$ cat config.mk
export PLATFORM = sky130hd
export DESIGN_NAME = pipeline_hazard_ctrl
export DESIGN_NICKNAME = d
export VERILOG_FILES = /design/src/rtl/pipeline_hazard_ctrl.sv
export SDC_FILE = /design/constraint.sdc
export NUM_CORES = 1
export LEC_CHECK = 0
export BUFFER_PORTS_ARGS = -buffer_cell sky130_fd_sc_hd__buf_2
export CAP_MARGIN = 20
export CORE_UTILIZATION = 35
export DETAILED_ROUTE_END_ITERATION = 10
export PLACE_DENSITY_LB_ADDON = 0.1
export SYNTH_ARGS = -nofsm -noshare
export SYNTH_HDL_FRONTEND = slang
export SYNTH_SLANG_ARGS = --single-unit
$ cat constraint.sdc
create_clock -name clk -period 1.4 [get_ports clk]
set_clock_uncertainty 0.1 [all_clocks]
set_input_delay 0.14 -clock clk [delete_from_list [all_inputs] [get_ports clk]]
set_output_delay 0.14 -clock clk [all_outputs]
set_load 0.05 [all_outputs]
$ cat src/rtl/pipeline_hazard_ctrl.sv
// pipeline_hazard_ctrl: central stall/flush controller for the 5-stage core.
// Detects load-use hazards, freezes the pipeline while the memory stage waits
// on an AXI data transaction, sequences redirect flushes and traps memory
// transactions that never complete. Writeback is never stalled.
//
// Optional feature macro: HAZARD_PERF_CNT_EN
//   defined   -> saturating performance counters are built
//   undefined -> perf ports are tied to zero, no counter flops exist
module pipeline_hazard_ctrl #(
    parameter int REG_ADDR_WIDTH = 5,
    parameter int MEM_TIMEOUT    = 256,
    parameter int CNT_WIDTH      = 32
) (
    input  logic                      clk,
    input  logic                      rst,
    input  logic [REG_ADDR_WIDTH-1:0] decode_rs1,
    input  logic [REG_ADDR_WIDTH-1:0] decode_rs2,
    input  logic                      decode_uses_rs1,
    input  logic                      decode_uses_rs2,
    input  logic [REG_ADDR_WIDTH-1:0] execute_rd,
    input  logic                      execute_is_load,
    input  logic                      execute_regfile_wr_enable,
    input  logic                      execute_pc_src,
    input  logic                      mem_req,
    input  logic                      mem_done,
    output logic                      stall_fetch,
    output logic                      stall_decode,
    output logic                      stall_execute,
    output logic                      stall_mem,
    output logic                      flush_decode,
    output logic                      flush_execute,
    output logic                      mem_timeout_err,
    output logic [1:0]                state,
    output logic [CNT_WIDTH-1:0]      perf_load_use_cnt,
    output logic [CNT_WIDTH-1:0]      perf_mem_wait_cnt,
    output logic [CNT_WIDTH-1:0]      perf_flush_cnt
);

    // Encoding 2'd2 is never entered; the default case arm treats it as RUN.
    typedef enum logic [1:0] {
        ST_RUN      = 2'd0,
        ST_MEM_WAIT = 2'd1,
        ST_ERROR    = 2'd3
    } state_t;

    localparam int WAIT_WIDTH = $clog2(MEM_TIMEOUT + 1);

    state_t                state_q, state_d;
    logic [WAIT_WIDTH-1:0] wait_q, wait_d;
    logic                  lu;        // load-use hazard between execute and decode
    logic                  mb;        // memory stage busy this cycle
    logic                  hold_all;  // freeze fetch..memory
    logic                  run_eval;  // apply redirect / load-use rules this cycle

    assign lu = execute_is_load & execute_regfile_wr_enable & (execute_rd != '0) &
                ((decode_uses_rs1 & (decode_rs1 == execute_rd)) |
                 (decode_uses_rs2 & (decode_rs2 == execute_rd)));

    assign mb = mem_req & ~mem_done;

    // Next-state logic: decides freeze vs. normal evaluation and the wait counter.
    always_comb begin
        // NOTE: every signal assigned in this block gets a default first, so no
        // path can leave it unassigned and infer a latch.
        state_d  = state_q;
        wait_d   = wait_q;
        hold_all = 1'b0;
        run_eval = 1'b0;
        case (state_q)
            ST_MEM_WAIT: begin
                if (mem_done) begin
                    // Release cycle: stalls drop and the RUN rules apply now.
                    state_d  = ST_RUN;
                    run_eval = 1'b1;
                end else begin
                    hold_all = 1'b1;
                    if (wait_q == WAIT_WIDTH'(MEM_TIMEOUT)) begin
                        state_d = ST_ERROR;
                    end else begin
                        wait_d = wait_q + WAIT_WIDTH'(1);
                    end
                end
            end
            ST_ERROR: begin
                hold_all = 1'b1;
            end
            default: begin
                if (mb) begin
                    hold_all = 1'b1;
                    state_d  = ST_MEM_WAIT;
                    wait_d   = WAIT_WIDTH'(1);
                end else begin
                    run_eval = 1'b1;
                end
            end
        endcase
    end

    // Stall/flush outputs: reset forces bubbles, freeze beats redirect beats load-use.
    always_comb begin
        stall_fetch   = 1'b0;
        stall_decode  = 1'b0;
        stall_execute = 1'b0;
        stall_mem     = 1'b0;
        flush_decode  = 1'b0;
        flush_execute = 1'b0;
        if (rst) begin
            flush_decode  = 1'b1;
            flush_execute = 1'b1;
        end else if (hold_all) begin
            stall_fetch   = 1'b1;
            stall_decode  = 1'b1;
            stall_execute = 1'b1;
            stall_mem     = 1'b1;
        end else if (run_eval) begin
            if (execute_pc_src) begin
                // The decode instruction is wrong-path, so its hazard is moot.
                flush_decode  = 1'b1;
                flush_execute = 1'b1;
            end else if (lu) begin
                stall_fetch   = 1'b1;
                stall_decode  = 1'b1;
                flush_execute = 1'b1;
            end
        end
    end

    assign mem_timeout_err = ~rst & (state_q == ST_ERROR);
    assign state           = rst ? 2'b00 : state_q;

    // State register and wait counter.
    always_ff @(posedge clk) begin
        // NOTE: sequential state uses non-blocking assignments so every flop
        // samples pre-edge values regardless of statement order.
        if (rst) begin
            state_q <= ST_RUN;
            wait_q  <= '0;
        end else begin
            state_q <= state_d;
            wait_q  <= wait_d;
        end
    end

`ifdef HAZARD_PERF_CNT_EN
    logic lu_event;
    logic wait_event;
    logic redirect_event;

    assign lu_event       = ~rst & run_eval & ~execute_pc_src & lu;
    assign wait_event     = ~rst & hold_all & (state_q == ST_MEM_WAIT);
    assign redirect_event = ~rst & run_eval & execute_pc_src;

    // Saturating performance counters.
    always_ff @(posedge clk) begin
        if (rst) begin
            perf_load_use_cnt <= '0;
            perf_mem_wait_cnt <= '0;
            perf_flush_cnt    <= '0;
        end else begin
            if (lu_event && (perf_load_use_cnt != '1)) begin
                perf_load_use_cnt <= perf_load_use_cnt + CNT_WIDTH'(1);
            end
            if (wait_event && (perf_mem_wait_cnt != '1)) begin
                perf_mem_wait_cnt <= perf_mem_wait_cnt + CNT_WIDTH'(1);
            end
            if (redirect_event && (perf_flush_cnt != '1)) begin
                perf_flush_cnt <= perf_flush_cnt + CNT_WIDTH'(1);
            end
        end
    end
`else
    assign perf_load_use_cnt = '0;
    assign perf_mem_wait_cnt = '0;
    assign perf_flush_cnt    = '0;
`endif

endmodule

==> metrics.txt <==
# TYPE chip_impl_metric gauge
chip_impl_info{name="violations",value="setup timing"} 1
chip_impl_metric{name="multiInputGateArea",unit="sq um"} 1060
chip_impl_metric{name="syn-cell-area",unit="sq um"} 1500
chip_impl_metric{name="die_area",unit="sq um"} 4560
chip_impl_info{name="timing.hold.worst_endpoint",value="state_q[1]$_SDFFE_PP0P_"} 1
chip_impl_metric{name="vias",unit=""} 1110
chip_impl_metric{name="grt_max_degree",unit=""} 8
chip_impl_metric{name="critical-path-max-stage-delay",unit="ns"} 0.31
chip_impl_metric{name="cts-buffers-inserted",unit=""} 3
chip_impl_metric{name="drt_iter0_markers",unit=""} 24
chip_impl_info{name="worst_setup_path_start_kind",value="primary input"} 1
chip_impl_metric{name="asyncSetResetFlopFracSynth",unit="%"} 0
chip_impl_metric{name="post-route-drc-count",unit=""} 0
chip_impl_info{name="cp_max_delay_cell",value="sky130_fd_sc_hd__nor4_2"} 1
chip_impl_metric{name="layout.filler_cells",unit=""} 429
chip_impl_metric{name="setup.reg_to_reg.worst_slack",unit="ns"} -0.09
chip_impl_metric{name="start_util",unit="%"} 37.0
chip_impl_info{name="grt_setup_unrepaired",value="true"} 1
chip_impl_metric{name="core_region_area",unit="sq um"} 4060
chip_impl_metric{name="number_of_sinks_handled_by_clock_tree_synthesis",unit=""} 11
chip_impl_info{name="delay_heaviest_family_cp",value="compound AO/OA/AOI/OAI gates"} 1
chip_impl_metric{name="synth_enable_flop_cells",unit=""} 0
chip_impl_metric{name="r2r_depth",unit=""} 6
chip_impl_metric{name="vias_per_cell",unit=""} 3.78
chip_impl_metric{name="fraction_of_final_layout_cells_with_drive_strength_greater_than_1",unit="%"} 36.5
chip_impl_metric{name="grt_overflow_total",unit=""} 0
chip_impl_metric{name="cts_max_path_buffers",unit=""} 2
chip_impl_metric{name="dieHeight",unit="um"} 67.5
chip_impl_metric{name="cts.reportedPaths.clkPinSlew",unit="ns"} 0.05
chip_impl_metric{name="initial_antenna_violation_count",unit=""} 0
chip_impl_metric{name="postSynthAreaPerCell",unit="sq um"} 7.87
chip_impl_metric{name="timing.critical_path.buf_inv",unit=""} 2
chip_impl_metric{name="achievable-frequency",unit="MHz"} 634
chip_impl_metric{name="design.final.nets",unit=""} 271
chip_impl_metric{name="max_cap_violations",unit=""} 0
chip_impl_metric{name="numPortBuffers",unit=""} 32
chip_impl_metric{name="average_routed_wire_per_standard_cell",unit="um"} 9.68
chip_impl_metric{name="preCtsSetupSlack",unit="ns"} -0.331
chip_impl_metric{name="fp-row-count",unit=""} 23
chip_impl_metric{name="grt_pass1_vias",unit=""} 907
chip_impl_metric{name="io_pins",unit=""} 129
chip_impl_metric{name="power_per_cell_area",unit="nW/um^2"} 824
chip_impl_metric{name="synth-seq-area-share",unit="%"} 14.7
chip_impl_metric{name="number_of_iterations_in_the_first_detailed_routing_pass",unit=""} 4
chip_impl_info{name="worstHoldPathType",value="primary input to flop"} 1
chip_impl_metric{name="final_min_period_over_clock_period",unit="%"} 113
chip_impl_metric{name="insertion_delay",unit="ns"} 0.24
chip_impl_metric{name="final_max_slew_viols",unit=""} 0
chip_impl_metric{name="timing_hold_violations_final",unit=""} 0
chip_impl_info{name="tritoncts",value="yes"} 1
chip_impl_metric{name="synth.distinct_cells",unit=""} 40
chip_impl_metric{name="power.total",unit="uW"} 1510
chip_impl_metric{name="sequential_cell_area",unit="sq um"} 233
chip_impl_info{name="worstPathCellList",value="buf_6, xor2_1, nor4_2, a32oi_2, o31ai_4, buf_6"} 1
chip_impl_metric{name="postSynthRegisterBits",unit=""} 11
chip_impl_metric{name="track_usage",unit="%"} 11.8
chip_impl_metric{name="path_max_fanout",unit=""} 2
chip_impl_metric{name="final.min_clock_period",unit="ns"} 1.58
chip_impl_metric{name="synthCells",unit=""} 191
chip_impl_metric{name="critical_path_rt",unit="ns"} 1.16
chip_impl_metric{name="synth-warning-count",unit=""} 0
chip_impl_info{name="classification_of_the_worst_setup_path",value="primary input to output port"} 1
chip_impl_metric{name="syn_to_final_growth",unit="%"} 21.6
chip_impl_metric{name="wirelength",unit="um"} 2850
chip_impl_metric{name="cts_max_level",unit=""} 1
chip_impl_metric{name="setup_violations",unit=""} 8
chip_impl_metric{name="timing.hold.worst_path_depth",unit=""} 2
chip_impl_metric{name="grt_pass1_wl",unit="um"} 4040
chip_impl_metric{name="vdd_ir_drop_max",unit="mV"} 0.456
chip_impl_metric{name="die_width",unit="um"} 67.5
chip_impl_info{name="cpMostUsedCell",value="sky130_fd_sc_hd__buf_6"} 1
chip_impl_info{name="beginning_of_the_worst_register_to_register_path",value="wait_q[1]$_SDFFE_PP0P_"} 1
chip_impl_metric{name="routabilityCongestion",unit=""} 0.675
chip_impl_metric{name="drtAntennaViolNets",unit=""} 0
chip_impl_info{name="root_buffer",value="sky130_fd_sc_hd__clkbuf_8"} 1
chip_impl_metric{name="diodes",unit=""} 0
chip_impl_metric{name="total_leakage_power",unit="uW"} 0.000900
chip_impl_info{name="run_status",value="complete, but fails checks"} 1
chip_impl_info{name="crit-reg2reg-capture",value="wait_q[1]$_SDFFE_PP0P_"} 1
chip_impl_metric{name="detailedPlacementHpwl",unit="um"} 2170
chip_impl_info{name="hold_path.startpoint",value="rst"} 1
chip_impl_metric{name="worstPathArrival",unit="ns"} 1.34
chip_impl_info{name="dominantRegCellSynth",value="sky130_fd_sc_hd__dfxtp_1"} 1
chip_impl_info{name="worstSetupEndpointType",value="output port"} 1
chip_impl_metric{name="final_critical_path_setup_slack",unit="ns"} -0.178
registers in the layout (all words and copies together), names as in the netlist:
signal / cells
state_q: 2
wait_q: 9
report_power, final:
group	internal (uW)	total (uW)	switching, uW	leakage (uW)
Clock	200	322	122	0.0000228
Sequential	315	321	5.48	0.0000916
Combinational	147	864	717	0.000786
cell type report:
cell class                      instances  area share [%]
Timing Repair Buffer                   54            22.8
Clock buffer                            4            2.46
Tap cell                               50            3.42
Inverter                                4           0.821
Multi-Input combinational cell        171            57.8
Sequential cell                        11            12.7
timing repair:
| item | CTS | global route |
|---|---|---|
| setup buffers | 6 | 1 |
| pin swaps | 17 | 4 |
| endpoints found under the setup margin | 12 | 14 |
| gates resized for setup | 37 | 10 |
| hold buffers | 0 | 0 |
synthesized netlist by cell type, types with 2 or more instances:
| library cell | n | area (sq um) |
|---|---|---|
| sky130_fd_sc_hd__a211oi_1 | 3 | 22.5 |
| sky130_fd_sc_hd__a21oi_1 | 5 | 25.0 |
| sky130_fd_sc_hd__and3_1 | 2 | 12.5 |
| sky130_fd_sc_hd__buf_4 | 98 | 736 |
| sky130_fd_sc_hd__clkbuf_1 | 2 | 7.51 |
| sky130_fd_sc_hd__dfxtp_1 | 11 | 220 |
| sky130_fd_sc_hd__ha_1 | 2 | 25.0 |
| sky130_fd_sc_hd__inv_1 | 4 | 15.0 |
| sky130_fd_sc_hd__nand2_1 | 4 | 15.0 |
| sky130_fd_sc_hd__nand3_1 | 2 | 10.0 |
| sky130_fd_sc_hd__nand4_1 | 3 | 18.8 |
| sky130_fd_sc_hd__nor2_1 | 10 | 37.5 |
| sky130_fd_sc_hd__nor2b_1 | 3 | 18.8 |
| sky130_fd_sc_hd__nor4_1 | 2 | 12.5 |
| sky130_fd_sc_hd__xnor2_1 | 5 | 43.8 |
| sky130_fd_sc_hd__xor2_1 | 11 | 96.3 |
per-stage QoR:
step | setup TNS, ns | utilization [%] | hold slack, ns | cell area [sq um] | cells
global placement | -1.31 | 38.1 | 0.315 | 1550 | 285
CTS | -0.732 | 44.0 | 0.0769 | 1790 | 294
detailed placement | -1.26 | 38.1 | 0.310 | 1550 | 285
global route | -1.44 | 45.1 | 0.105 | 1830 | 294
floorplan | -0.489 | - | 0.278 | 1940 | 286
finish | -0.644 | 45.1 | 0.0817 | 1830 | 294
cell usage in the layout, fill, tap and decap left out, types with 4 or more instances in the layout:
| cell | count |
|---|---|
| sky130_fd_sc_hd__nor2_1 | 10 |
| sky130_fd_sc_hd__buf_4 | 20 |
| sky130_fd_sc_hd__xor2_1 | 11 |
| sky130_fd_sc_hd__conb_1 | 96 |
| sky130_fd_sc_hd__dfxtp_1 | 7 |
| sky130_fd_sc_hd__xnor2_1 | 5 |
| sky130_fd_sc_hd__buf_2 | 21 |
| sky130_fd_sc_hd__buf_6 | 9 |
| sky130_fd_sc_hd__buf_8 | 4 |
routing by layer:
| metal | vias to the layer above | global-route usage (%) | wire length (um) |
|---|---|---|---|
| li1 | 534 | - | - |
| met1 | 510 | 14.5 | 1110 |
| met2 | 64 | 21.0 | 1550 |
| met3 | 2 | 2.53 | 165 |
| met4 | 0 | 1.60 | 12 |
| met5 | - | 0 | 0 |
logic make-up (layout without fill, tap and decap cells):
family	Yosys count	after routing	share of synthesized area [%]
fa+ha+maj	2	2	1.67
simple gates	39	39	15.1
flops	11	11	14.7
compound gates	17	17	7.91
xor+xnor	16	16	9.33
mux	1	1	0.666
other cells	1	96	0.250
buf+inv	104	62	50.5
worst max-delay path by stage:
stage                                        from             to  slack [ns]  depth (start not counted)
after floorplan           state_q[0]$_SDFFE_PP0P_    stall_fetch       -0.21                          4
after global placement              execute_rd[1]    stall_fetch       -0.32                          5
after detailed placement            execute_rd[3]  flush_execute       -0.33                          6
after CTS                           decode_rs1[1]  flush_execute       -0.18                          6
after global routing                decode_rs1[1]  flush_execute       -0.24                          6
final                               decode_rs1[1]  flush_execute       -0.18                          6
(Power assumes the default switching activity.)
